===== src/rtl/phy_par2serial_if.sv =====
// Byte-lane to serializer bus.
//   data_in    : parallel word from the multiplexer stage
//   valid_in   : data_in qualifier
//   serial_out : serial bit stream, MSB first
//   load       : high in the cycle whose closing edge samples data_in/valid_in
//   active     : high once alignment is done and data words are accepted
// master = upstream driver (and observer of the line), slave = serializer.
interface phy_par2serial_if;
    logic [7:0] data_in;
    logic       valid_in;
    logic       serial_out;
    logic       load;
    logic       active;

    modport master (
        output data_in,
        output valid_in,
        input  serial_out,
        input  load,
        input  active
    );

    modport slave (
        input  data_in,
        input  valid_in,
        output serial_out,
        output load,
        output active
    );
endinterface


===== src/rtl/phy_par2serial.sv =====
// Transmit parallel-to-serial converter.
// After reset it sends N_SYNC COM symbols so the receiver can align, then
// serializes one word every 8 clocks, MSB first: the sampled data word when
// valid_in is high at a load edge, otherwise IDLE. No backpressure.
// Ports:
//   clk_32f : bit clock, one serial bit per rising edge
//   reset   : asynchronous, active-high
//   bus     : phy_par2serial_if.slave (data_in, valid_in, serial_out, load, active)
module phy_par2serial #(
    parameter int unsigned N_SYNC = 4,        // 1..15
    parameter logic [7:0]  COM    = 8'hBC,
    parameter logic [7:0]  IDLE   = 8'h7C
) (
    input logic             clk_32f,
    input logic             reset,
    phy_par2serial_if.slave bus
);

    typedef enum logic {StSync, StActive} state_e;

    logic [7:0] word_q;
    logic [2:0] bit_cnt;
    logic [3:0] sync_cnt;
    state_e     state;

    always_ff @(posedge clk_32f or posedge reset) begin
        if (reset) begin
            word_q   <= 8'h00;
            bit_cnt  <= 3'd7;   // first edge after release is a load edge
            sync_cnt <= 4'd0;
            state    <= StSync;
        end else begin
            bit_cnt <= bit_cnt + 3'd1;
            if (bit_cnt == 3'd7) begin
                unique case (state)
                    StSync: begin
                        // Upstream words are dropped until alignment is done.
                        word_q   <= COM;
                        sync_cnt <= sync_cnt + 4'd1;
                        if (sync_cnt == 4'(N_SYNC - 1)) begin
                            state <= StActive;
                        end
                    end
                    StActive: begin
                        word_q <= bus.valid_in ? bus.data_in : IDLE;
                    end
                endcase
            end
        end
    end

    // bit_cnt == 0 right after a load, so the MSB leads.
    assign bus.serial_out = word_q[3'd7 - bit_cnt];
    assign bus.load       = (bit_cnt == 3'd7);
    assign bus.active     = (state == StActive);

endmodule


===== src/flat_wrapper.sv =====
// flat-port wrapper written by rule: the top's interface ports become plain ports
module phy_par2serial_flat 
#(
    parameter int unsigned N_SYNC = 4,                
    parameter logic [7:0]  COM    = 8'hBC,
    parameter logic [7:0]  IDLE   = 8'h7C
)
  (clk_32f, reset, bus_data_in, bus_valid_in, bus_serial_out, bus_load, bus_active);
  phy_par2serial_if bus_i ();
  input logic clk_32f;
  input logic reset;
  input wire logic [$bits(bus_i.data_in)-1:0] bus_data_in;
  input wire logic [$bits(bus_i.valid_in)-1:0] bus_valid_in;
  output wire logic [$bits(bus_i.serial_out)-1:0] bus_serial_out;
  output wire logic [$bits(bus_i.load)-1:0] bus_load;
  output wire logic [$bits(bus_i.active)-1:0] bus_active;
  assign bus_i.data_in = bus_data_in;
  assign bus_i.valid_in = bus_valid_in;
  assign bus_serial_out = bus_i.serial_out;
  assign bus_load = bus_i.load;
  assign bus_active = bus_i.active;
  phy_par2serial #(.N_SYNC(N_SYNC), .COM(COM), .IDLE(IDLE)) u_core (.clk_32f(clk_32f), .reset(reset), .bus(bus_i));
endmodule

===== config.mk =====
export PLATFORM = sky130hd
export DESIGN_NAME = phy_par2serial_flat
export DESIGN_NICKNAME = d
export VERILOG_FILES = /design/src/rtl/phy_par2serial_if.sv /design/src/rtl/phy_par2serial.sv /design/src/flat_wrapper.sv
export SDC_FILE = /design/constraint.sdc
export NUM_CORES = 1
export LEC_CHECK = 0
export CAP_MARGIN = 30
export CORE_MARGIN = 3
export CORE_UTILIZATION = 48
export DETAILED_ROUTE_END_ITERATION = 6
export GPL_ROUTABILITY_DRIVEN = 0
export GPL_TIMING_DRIVEN = 0
export PLACE_DENSITY = 0.87
export SLEW_MARGIN = 10
export SYNTH_ARGS = -nofsm -noshare
export SYNTH_HDL_FRONTEND = slang
export SYNTH_SLANG_ARGS = --single-unit

===== constraint.sdc =====
create_clock -name clk_32f -period 1.84 [get_ports clk_32f]
set_input_delay 0.276 -clock clk_32f [delete_from_list [all_inputs] [get_ports clk_32f]]
set_output_delay 0.276 -clock clk_32f [all_outputs]
set_load 0.1 [all_outputs]

==> impl_results.md, run 1 <==
- CP arrival: 1870 ps
- Antenna viol nets, final: 0
- Pwr Density: 691.2 nW/um2
- # diodes: 0
- Proportion of layout cells with a drive suffix above 1: 0.2439
- Final worst path period need: 2143 ps
- Clock slew at reported path FFs: 90 ps
- Cells after Synth: 64
- Syn nets: 78
- Multiplexer area fraction after synthesis: 0.08870
- Commonest non-fill, non-tap cell in the layout: dfrtp_1
- HP Class: in -> async
- Setup WS post-layout: -302.8 ps
- # Max-Cap Violations: 0
- Final Cycle Share: 1.165
- Distinct cells, synth: 20
- Clock Latency Late Sink: 290 ps
- IO Count: 14
- Register area share after synthesis: 0.5617
- Die height: 44.72 um
- Status: complete, but fails checks
- Commonest non-fill, non-tap cells in the layout: dfrtp_1 (13), clkdlybuf4s50_1 (10), nor2_1 (9)
- Final nets: 97
- Post-DP Area: 885.9 um2
- Max Slew Vio Count: 0
- Pre-CTS setup slack: -835.7 ps
- Die ar.: 1999 um2
- Area delta synth->final: 32.00%
- Synth Area in XOR/XNOR: 0.03652
- Leakage: 0.4205 nW
- Largest family of logic cells by synthesized area: simple AND/OR/NAND/NOR gates
- Synthesized area per cell: 11.24 um2
- Vias post-DR: 519
- Vias in the first global route: 533
- Synth warn: 0
- Critical path fanouts, max: 4
- Area of the core: 1350 um2
- Mapped Area: 719.4 um2
- CP Launch Type: flop
- Routed Wire Length: 1372 um
- CP Capture Type: output port
- Total power: 656.4 uW
- Clock skew: 2.687 ps
- Post-synthesis simple-gate area fraction: 0.1478
- Largest net degree at the start of global routing: 17
- Worst vdd ir: 0.5345 mV
- DRC Markers: 0
- Clock buffer depth: 2
- I/O Buffers: 13
- Initial core utilization: 0.5329
- Total track usage: 0.1650
- Initial antenna violation count: 0
- Post-synthesis adder-cell area fraction: 0.05217
- Compound-cell area share of the yosys netlist: 0.07130
- Drt via density: 5.351
- Max Clock Freq: 466.7 MHz
- Core Rows: 13
- GRT overflow: 0
- Finished Cell Area: 949.7 um2
- Failing checks: setup timing
- Critical path type: reg -> out
- CTS Sinks: 16
- Hold Vio Cnt, Final: 0
- Post-layout util: 0.7034
- Slew headroom: 0.6275
- Drt pass-1 iters: 4
- First-pass GRT wire length: 2346 um
- Fin Setup TNS: -302.8 ps
- Die width: 44.72 um
- Hold_buf cts: 0
- Slew @ Worst Pin: 558.2 ps
- DRT iter0 DRCs: 9
- Root buffer cell: clkbuf_4
- CTS tree: built
- Setup Viol. Count Final: 1
- RSZ-0062 raised after global routing: true
- Total CTS buffers: 3
- H-tree Lvls: 1
- Critical Path RT: 1560 ps
- HPWL after DPL: 995.6 um
- WL/cell: 14.14 um
- Yosys reg bits: 16
[sequential cells by signal, summed over array words and instances, names as in the netlist]
name	cells
u_core.word_q	8
u_core.sync_cnt	4
u_core.bit_cnt	3
u_core.bus.active	1
[cell usage after synthesis, drive strengths merged]
library cell	number	area (um2)
nand4b	1	8.760
or2	1	6.260
nor2	9	33.78
and4b	1	11.26
a21oi	4	20.02
dfstp	3	78.83
xnor2	3	26.28
mux2	1	11.26
nor4bb	1	10.01
a31oi	1	6.260
ha	3	37.54
mux4	2	52.55
o211ai	1	7.510
nand2	8	30.03
inv	6	22.52
dfrtp	13	325.3
clkbuf	2	7.510
o22ai	2	12.51
nand4	1	6.260
o21ai	1	5.000
[cell families (layout without fill, tap and decap cells)]
group / count (synthesis) / after routing
buf+inv: 8 / 26
fa+ha+maj: 3 / 3
simple gates: 22 / 22
xor+xnor: 3 / 3
mux: 3 / 3
flops: 16 / 16
compound gates: 9 / 9
[per-stage QoR]
stage               cells  hold WS (ps)
global placement       92         459.8
floorplan              64         187.6
detailed placement     92         480.2
CTS                    97         351.8
finish                 97         334.1
global route           97         377.2
[per-layer routing]
metal,wire length (um),vias to the layer above,GRT usage
met3,54,2,0.05976
met4,10,0,0.03614
met5,0,-,0
met1,613,252,0.2152
met2,694,13,0.2636
li1,-,252,-
[final timing paths]
path | from | endpoint | slack, ps | cells past startpoint
min in group clk_32f | u_core.bit_cnt[0] | u_core.bit_cnt[0] | 490 | 1
max in group asynchronous | reset | u_core.bit_cnt[0] | 1140 | 2
min | reset | u_core.sync_cnt[3] | 330 | 2
max reg2reg | u_core.bit_cnt[0] | u_core.word_q[0] | 110 | 7
min reg2reg | u_core.bit_cnt[0] | u_core.bit_cnt[0] | 490 | 1
max | u_core.bit_cnt[0] | bus_serial_out | -300 | 3
[timing repair]
action,4_1_cts,5_1_grt
gates cloned,0,0
gates resized for setup,23,4
buffers inserted,1,0
setup endpoints to repair,3,4
[area by class of cell]
type                            count  area, um2
Sequential cell                    16      404.1
Fill cell                         101      400.4
Timing Repair Buffer               14      158.9
Buffer                              2      12.51
Tap cell                           15      18.77
Inverter                            6      22.52
Multi-Input combinational cell     40      296.5
Clock buffer                        4      36.28
[critical path, stage by stage, from the launching register on]
cell	delay (ps)
dfstp_2	600
mux4_2	520
mux2_4	300
buf_12	170
[report_power, final]
group | total [mW] | internal (mW) | switching, mW | leakage, nW
sequential | 0.366 | 0.361 | 0.00552 | 0.181
combinational | 0.0614 | 0.0335 | 0.0279 | 0.219
clock | 0.229 | 0.121 | 0.108 | 0.0210
(Power assumes the default switching activity.)
==> inputs of run 2 (changes only) <==
Settings changed: ABC_AREA set to 0, MAX_ROUTING_LAYER set to met4.
==> run 2 against run 1 <==
  * The run still ends with setup timing left
  * Sequential cell count unchanged
  * Wire length about the same
  * Sequential share of layout area stayed put
  * Non-clock buffer count is the same
  * Die area is the same
  * Critical path type unchanged
  * Highest routed layer unchanged
==> impl_results.md, run 2 (synthesized netlist as in run 1, its figures left out) <==
- Status: complete, but fails checks
- Failing checks: setup timing
- Die height: 44.72 um
- CTS Sinks: 16
- Drt via density: 5.371
- Drt pass-1 iters: 4
- Die ar.: 1999 um2
- Final Cycle Share: 1.164
- Slew @ Worst Pin: 558.4 ps
- RSZ-0062 raised after global routing: true
- Proportion of layout cells with a drive suffix above 1: 0.2439
- Initial antenna violation count: 0
- CP Capture Type: output port
- Most flops, register: u_core.word_q
- Leakage: 0.4205 nW
- Core Rows: 13
- Total track usage: 0.1700
- HP Class: in -> async
- CP arrival: 1870 ps
- Critical path type: reg -> out
- Met3 wire length: 54 um
- Top layer in use: met4
- Pwr Density: 691.3 nW/um2
- Commonest non-fill, non-tap cell in the layout: dfrtp_1
- Post-Route M1 WL: 613 um
- Vias in the first global route: 533
- Final nets: 97
- Fill cells: 101
- Met2 routed WL: 694 um
- Initial core utilization: 0.5329
- Final worst path period need: 2142 ps
- Routed Wire Length: 1371 um
- Vias post-DR: 521
- Antenna viol nets, final: 0
- I/O Buffers: 13
- Multi-input gate area: 296.5 um2
- IO Count: 14
- Hold_buf cts: 0
- Area of the core: 1350 um2
- Slew headroom: 0.6274
- Largest net degree at the start of global routing: 17
- Fin Setup TNS: -301.5 ps
- Clock Latency Late Sink: 290 ps
- WL/cell: 14.13 um
- Max Slew Vio Count: 0
- Setup WS post-layout: -301.5 ps
- Registers with the most flip-flops: u_core.word_q (8), u_core.sync_cnt (4), u_core.bit_cnt (3)
- HPWL after DPL: 995.6 um
- Critical path fanouts, max: 4
- Worst vdd ir: 0.5345 mV
- Hold Vio Cnt, Final: 0
- Die width: 44.72 um
- H-tree Lvls: 1
- Largest register FFs: 8
- Root buffer cell: clkbuf_4
- DRC Markers: 0
- Clock buffer depth: 2
- Clock skew: 2.723 ps
- Clock slew at reported path FFs: 90 ps
- # Max-Cap Violations: 0
- First-pass GRT wire length: 2346 um
- Total power: 656.5 uW
- CTS tree: built
- GRT overflow: 0
- DRT iter0 DRCs: 9
- Register Area: 404.1 um2
- CP Launch Type: flop
- Commonest non-fill, non-tap cells in the layout: dfrtp_1 (13), clkdlybuf4s50_1 (10), nor2_1 (9)
- Area delta synth->final: 32.00%
- Total CTS buffers: 3
- Max Clock Freq: 467.0 MHz
- Setup Viol. Count Final: 1
- Critical Path RT: 1560 ps
- # diodes: 0
-- run 2: cell type report --
| class | count | area share |
|---|---|---|
| sequential | 16 | 0.4256 |
| inverter | 6 | 0.02372 |
| clock buffer | 4 | 0.03821 |
| tap | 15 | 0.01976 |
| buffer | 2 | 0.01318 |
| timing repair buffer | 14 | 0.1673 |
| multi-input combinational | 40 | 0.3123 |
-- run 2: what timing repair did --
item / in CTS / in global routing
endpoints found under the hold margin: 0 / 0
gates resized for setup: 23 / 4
buffers inserted: 1 / 0
endpoints found under the setup margin: 3 / 4
pin swaps: 0 / 0
-- run 2: critical path: stages (launching register included) --
cell     delay [ps]
dfstp_2         600
mux4_2          520
mux2_4          300
buf_12          170
-- run 2: metal layers --
metal / global-route usage / up-vias
met5: - / -
met4: 0.03614 / 0
met3: 0.05976 / 2
met2: 0.2636 / 13
met1: 0.2152 / 254
li1: - / 252
-- run 2: stage by stage --
step	std cells	instance area [um2]	worst slack [ps]	utilization	hold WS, ps
after floorplan	64	737.0	40.40	-	187.6
after global placement	92	885.9	-800.3	0.6562	459.8
after detailed placement	92	885.9	-835.7	0.6562	480.2
after CTS	97	939.7	-316.5	0.6960	351.8
after global routing	97	949.7	-355.0	0.7034	377.2
final	97	949.7	-301.5	0.7034	334.1
-- run 2: worst paths after layout --
path | startpoint | end | slack, ps | cells after the start
hold / removal | reset | u_core.sync_cnt[3] | 330 | 2
setup reg to reg | u_core.bit_cnt[0] | u_core.word_q[1] | 110 | 7
hold reg to reg | u_core.bit_cnt[0] | u_core.bit_cnt[0] | 490 | 1
max in group asynchronous | reset | u_core.bit_cnt[0] | 1140 | 2
setup / recovery | u_core.bit_cnt[0] | bus_serial_out | -300 | 3
min in group clk_32f | u_core.bit_cnt[0] | u_core.bit_cnt[0] | 490 | 1
-- run 2: power breakdown --
group	internal, mW	total (mW)	switching (mW)
clock	0.121	0.229	0.108
sequential	0.361	0.366	0.00553
combinational	0.0335	0.0614	0.0279
total	0.515	0.657	0.142
